==> src/rtl/div_unit_if.sv <==
// Handshake and data bundle for div_unit.
// The sign wire exists only when DIV_SIGNED_EN is defined.
interface div_unit_if #(
  parameter int WIDTH = 32
);
  logic             start;
  logic [WIDTH-1:0] a;
  logic [WIDTH-1:0] b;
`ifdef DIV_SIGNED_EN
  logic             sign;
`endif
  logic             busy;
  logic             done;
  logic [WIDTH-1:0] quot;
  logic [WIDTH-1:0] rem;
  logic             div_zero;

  // Requester side: issues operands and observes results.
  modport master (
`ifdef DIV_SIGNED_EN
    output sign,
`endif
    output start, a, b,
    input  busy, done, quot, rem, div_zero
  );

  // Divider side.
  modport slave (
`ifdef DIV_SIGNED_EN
    input  sign,
`endif
    input  start, a, b,
    output busy, done, quot, rem, div_zero
  );
endinterface

==> src/rtl/div_unit.sv <==
// Iterative restoring divider: one quotient bit per cycle, MSB first.
// Define DIV_SIGNED_EN to add the sign input and signed (truncating) division.
module div_unit #(
  parameter int WIDTH = 32
) (
  input  logic       clk,
  input  logic       rst,
  div_unit_if.slave  bus
);
  localparam int CW = $clog2(WIDTH) + 1;

  typedef enum logic [1:0] {IDLE, RUN, DONE} state_t;

  state_t           state, state_nxt;
  logic [WIDTH-1:0] dvd;      // shifts dividend bits out, quotient bits in
  logic [WIDTH-1:0] dvs;
  logic [WIDTH:0]   prem;     // extra bit keeps the subtract borrow
  logic [CW-1:0]    cnt;
  logic [WIDTH-1:0] quot_q, rem_q;
  logic             dz_q;
  logic             neg_q;    // quotient must be negated at the end
  logic             negr_q;   // remainder must be negated at the end

  logic             zero_b, last_step;
  logic             sgn_a, sgn_b;
  logic [WIDTH-1:0] mag_a, mag_b;
  logic [WIDTH+1:0] shifted, diff;
  logic             borrow;
  logic [WIDTH:0]   prem_step;
  logic [WIDTH-1:0] dvd_step, q_fin, r_fin;

  assign zero_b    = (bus.b == '0);
  assign last_step = (state == RUN) && (cnt == CW'(WIDTH - 1));

`ifdef DIV_SIGNED_EN
  assign sgn_a = bus.sign & bus.a[WIDTH-1];
  assign sgn_b = bus.sign & bus.b[WIDTH-1];
`else
  assign sgn_a = 1'b0;
  assign sgn_b = 1'b0;
`endif
  assign mag_a = sgn_a ? -bus.a : bus.a;
  assign mag_b = sgn_b ? -bus.b : bus.b;

  // One restoring step plus the sign-corrected final results.
  always_comb begin
    // NOTE: every always_comb output gets a value on every path (here
    // unconditionally) so no latch can be inferred.
    shifted   = {prem, dvd[WIDTH-1]};
    diff      = shifted - {2'b00, dvs};
    borrow    = diff[WIDTH+1];
    prem_step = borrow ? shifted[WIDTH:0] : diff[WIDTH:0];
    dvd_step  = {dvd[WIDTH-2:0], ~borrow};
    q_fin     = neg_q  ? -dvd_step : dvd_step;
    r_fin     = negr_q ? -prem_step[WIDTH-1:0] : prem_step[WIDTH-1:0];
  end

  // State register; reset wins over everything.
  always_ff @(posedge clk) begin
    // NOTE: sequential state uses non-blocking assignments so every flop
    // samples pre-edge values regardless of statement order.
    if (rst) state <= IDLE;
    else     state <= state_nxt;
  end

  // Next-state logic; start is only looked at in IDLE.
  always_comb begin
    state_nxt = state;
    unique case (state)
      IDLE:    if (bus.start) state_nxt = zero_b ? DONE : RUN;
      RUN:     if (last_step) state_nxt = DONE;
      DONE:    state_nxt = IDLE;
      default: state_nxt = IDLE;
    endcase
  end

  // Operand capture, iteration and result registers.
  always_ff @(posedge clk) begin
    if (rst) begin
      dvd    <= '0;
      dvs    <= '0;
      prem   <= '0;
      cnt    <= '0;
      quot_q <= '0;
      rem_q  <= '0;
      dz_q   <= 1'b0;
      neg_q  <= 1'b0;
      negr_q <= 1'b0;
    end else begin
      unique case (state)
        IDLE: if (bus.start) begin
          if (zero_b) begin
            quot_q <= '1;
            rem_q  <= bus.a;
            dz_q   <= 1'b1;
          end else begin
            dvd    <= mag_a;
            dvs    <= mag_b;
            prem   <= '0;
            cnt    <= '0;
            neg_q  <= sgn_a ^ sgn_b;
            negr_q <= sgn_a;
          end
        end
        RUN: begin
          dvd  <= dvd_step;
          prem <= prem_step;
          cnt  <= cnt + 1'b1;
          if (last_step) begin
            quot_q <= q_fin;
            rem_q  <= r_fin;
            dz_q   <= 1'b0;
          end
        end
        default: ;
      endcase
    end
  end

  assign bus.busy     = (state == RUN);
  assign bus.done     = (state == DONE);
  assign bus.quot     = quot_q;
  assign bus.rem      = rem_q;
  assign bus.div_zero = dz_q;
endmodule
==> src/flat_wrapper.sv <==
// flat-port wrapper written by rule: the top's interface ports become plain ports
module div_unit_flat 
#(
  parameter int WIDTH = 32
)
  (clk, rst, bus_start, bus_a, bus_b, bus_busy, bus_done, bus_quot, bus_rem, bus_div_zero);
  div_unit_if #(.WIDTH(WIDTH)) bus_i ();
  input  logic clk;
  input  logic rst;
  input wire logic [$bits(bus_i.start)-1:0] bus_start;
  input wire logic [$bits(bus_i.a)-1:0] bus_a;
  input wire logic [$bits(bus_i.b)-1:0] bus_b;
  output wire logic [$bits(bus_i.busy)-1:0] bus_busy;
  output wire logic [$bits(bus_i.done)-1:0] bus_done;
  output wire logic [$bits(bus_i.quot)-1:0] bus_quot;
  output wire logic [$bits(bus_i.rem)-1:0] bus_rem;
  output wire logic [$bits(bus_i.div_zero)-1:0] bus_div_zero;
  assign bus_i.start = bus_start;
  assign bus_i.a = bus_a;
  assign bus_i.b = bus_b;
  assign bus_busy = bus_i.busy;
  assign bus_done = bus_i.done;
  assign bus_quot = bus_i.quot;
  assign bus_rem = bus_i.rem;
  assign bus_div_zero = bus_i.div_zero;
  div_unit #(.WIDTH(WIDTH)) u_core (.clk(clk), .rst(rst), .bus(bus_i));
endmodule
==> config.mk <==
export PLATFORM = sky130hd
export DESIGN_NAME = div_unit_flat
export DESIGN_NICKNAME = d
export VERILOG_FILES = /design/src/rtl/div_unit_if.sv /design/src/rtl/div_unit.sv /design/src/flat_wrapper.sv
export SDC_FILE = /design/constraint.sdc
export NUM_CORES = 1
export LEC_CHECK = 0
export BUFFER_PORTS_ARGS = -buffer_cell sky130_fd_sc_hd__buf_2
export CAP_MARGIN = 20
export CORE_AREA = 8 8 162 164
export CTS_CLUSTER_SIZE = 16
export DETAILED_ROUTE_END_ITERATION = 16
export DIE_AREA = 0 0 170 172
export MAX_ROUTING_LAYER = met4
export PLACE_DENSITY = 0.64
export SKIP_CTS_REPAIR_TIMING = 1
export SYNTH_ARGS = -nofsm -noshare
export SYNTH_HDL_FRONTEND = slang
export SYNTH_SLANG_ARGS = --single-unit
==> constraint.sdc <==
create_clock -name clk -period 4.9 [get_ports clk]
set_input_delay 0.49 -clock clk [delete_from_list [all_inputs] [get_ports clk]]
set_output_delay 0.49 -clock clk [all_outputs]
set_load 0.005 [all_outputs]
==> run summary <==
Hold crit path type -> in -> reg
Fin. Hold Viols -> 0
Switching power -> 2.55 mW
Inst Count DP -> 1483
MaxCap Viol Count -> 0
Area Overhead vs Synth -> 15.3%
Detailed Route WL -> 26600 um
Rows -> 57
DIE HEIGHT -> 172 um
Nets -> 1279
Ys async rst share -> 0%
CTS root buffer -> clkbuf_16
Post-synthesis sequential area ratio -> 37.4%
Switching Fraction -> 44.6%
Seq pwr share -> 28.1%
Worst VDD drop -> 346 uV
Initial antenna violation count -> 0
First-pass GRT wire length -> 41900 um
Initial Util -> 38.2%
YS warnings -> 0
Gp weighted congestion -> 0.908
Status -> finished, final reports clean
Clock Latency Late Sink -> 0.43 ns
DRT antenna net count -> 0
Final setup viols -> 0
Port-buffer cells -> 133
Via density -> 5.43
Post-synthesis cell area -> 9100 um^2
Pleak -> 4.35 nW
Worst-path clk slew -> 0.07 ns
Synth area leaders -> dfxtp_1 (37%), nor2_1 (7.4%), nand2_1 (5.3%), ha_1 (4.5%), mux2i_1 (4.5%)
# IOs -> 134
Fin cells -> 1515
Critical path type -> reg -> reg
Post-synth top area cell -> dfxtp_1
Fin util -> 44.1%
Via count -> 8222
Largest net degree at the start of global routing -> 67
DRC -> 0
P_int -> 3.18 mW
Clock share of power -> 22.9%
Avg Inst Size Synth -> 8.33 um^2
Antenna cells -> 0
Layout cells sized above 1 -> 19.6%
Clk_skew -> 0.0127 ns
H-tree levels -> 4
Yosys reg bits -> 170
Endpoint class of the critical path -> register
Post-synth net total -> 1194
Inserted Clock Buffers -> 17
1st-iter DRT viols -> 692
Top FF cell, synth -> dfxtp_1
Most frequent cell after synthesis -> nor2_1
HPWL after DPL -> 19800 um
Crit path max fanout -> 21
Total Routing Usage GR -> 18.5%
Tightest Pin Transition -> 1.04 ns
Logic pwr share -> 49.1%
Req. time, crit path -> 5.18 ns
Reg2reg setup slack -> 1.19 ns
Critical Path AT -> 4.00 ns
TritonRoute pass-1 iters -> 5
Final Hold Slack -> 0.305 ns
Synth cell count leaders -> nor2_1 (179), dfxtp_1 (170), nand2_1 (128), a21oi_1 (63), clkbuf_1 (49)
FILL cells -> 2425
Distinct cell type count after synthesis -> 71
Fin worst setup slack -> 1.19 ns
Final Critical Period -> 3.71 ns
Vias in the first global route -> 7677
EDFF count, synth -> 0
Post-Syn Instances -> 1093
TritonCTS clock tree -> yes
Final-report max-slew violation count -> 0
CORE AREA -> 23800 um^2
TritonCTS Sinks -> 170
PD cells -> 546 nW/um^2
Clock buffer depth -> 2
Tcrit/Tclk final -> 75.7%
Total global routing overflow -> 0
Slew HR -> 30.9%
WL/cell -> 17.6 um
Share of the synthesized area in the top cell type -> 37.4%
Fmax -> 269 MHz
Setup TNS -> 0 ns
Worst Setup Start Kind -> register
Chip width -> 170 um
Die ar. -> 29200 um^2
DP Worst Slack -> 1.28 ns
RSZ-0062 raised after global routing -> no
-- logic make-up after synthesis --
group           after synthesis  synth area share, %
fa+ha+maj                    34                 4.75
flops                       170                 37.4
mux                          41                 4.51
xor+xnor                     28                 2.69
buf+inv                     117                 5.65
compound gates              267                 23.1
simple gates                436                 21.9
-- final timing paths --
kind                                    startpoint            endpoint  depth (start not counted)
worst max-delay path                u_core.prem[9]  u_core.bus.rem[23]                         11
worst min-delay path                      bus_b[8]       u_core.dvs[8]                          3
worst max register to register      u_core.prem[9]  u_core.bus.rem[23]                         11
worst min register to register  u_core.bus.rem[23]  u_core.bus.rem[23]                          2
-- critical path, stage by stage (launching register included) --
cell      delay, ns
dfxtp_1        0.36
ha_1           0.41
and4_1         0.28
nand3_1        0.09
a21oi_1        0.26
o21ai_1        0.18
a211oi_4       0.34
o21a_1         0.79
nor2_1         0.11
buf_4          0.26
o311ai_1       0.34
o21ai_1        0.12
-- cell type report --
| cell class | count | area, um^2 | share of cell area (%) |
|---|---|---|---|
| clock buffer | 18 | 429 | 4.09 |
| tap | 324 | 405 | 3.86 |
| sequential | 170 | 3400 | 32.4 |
| multi-input combinational | 806 | 5210 | 49.6 |
| inverter | 39 | 146 | 1.40 |
| timing repair buffer | 144 | 763 | 7.27 |
| clock inverter | 14 | 136 | 1.30 |
-- power groups by stage --
stage / sequential [mW] / combinational (mW) / clock (mW)
2_1_floorplan: 1.59 / 2.27 / 0
3_3_place_gp: 1.63 / 2.76 / 0
3_5_place_dp: 1.63 / 2.77 / 0
4_1_cts: 1.60 / 2.78 / 1.33
5_1_grt: 1.62 / 3.05 / 1.39
6_report: 1.61 / 2.81 / 1.31
-- registers in the layout, indices dropped and copies added, names as in the netlist --
register	cells
u_core.bus.div_zero	1
u_core.bus.rem	32
u_core.bus.quot	32
u_core.state	2
u_core.prem	33
u_core.dvs	32
u_core.cnt	6
u_core.dvd	32
-- stage by stage --
step	total power [mW]	cell area, um^2
after detailed placement	4.40	9930
final	5.73	10500
after global placement	4.39	9930
after floorplan	3.86	9100
after global routing	6.06	10500
after CTS	5.71	10500
-- placed cells by master (no fill, tap or decap), drive strengths merged, types with 12 or more instances in the layout --
cell | synthesis | final
a211oi | 16 | 16
a21o | 20 | 20
a21oi | 67 | 67
a311oi | 54 | 54
a31oi | 23 | 23
buf | 29 | 144
clkbuf | 49 | 18
dfxtp | 170 | 170
ha | 33 | 33
inv | 38 | 45
mux2i | 41 | 41
nand2 | 132 | 132
nand3 | 13 | 13
nor2 | 180 | 180
nor3 | 41 | 41
nor4 | 23 | 23
o21ai | 41 | 41
xnor2 | 16 | 16
xor2 | 12 | 12
-- metal layers --
| metal | wire length (um) | up-vias | global-route usage (%) |
|---|---|---|---|
| met4 | 525 | 0 | 5.84 |
| met2 | 11400 | 265 | 27.1 |
| li1 | - | 4083 | - |
| met5 | 0 | - | - |
| met3 | 1880 | 34 | 4.16 |
| met1 | 12800 | 3840 | 24.9 |
Note: power is estimated with default switching activity, not from simulation.
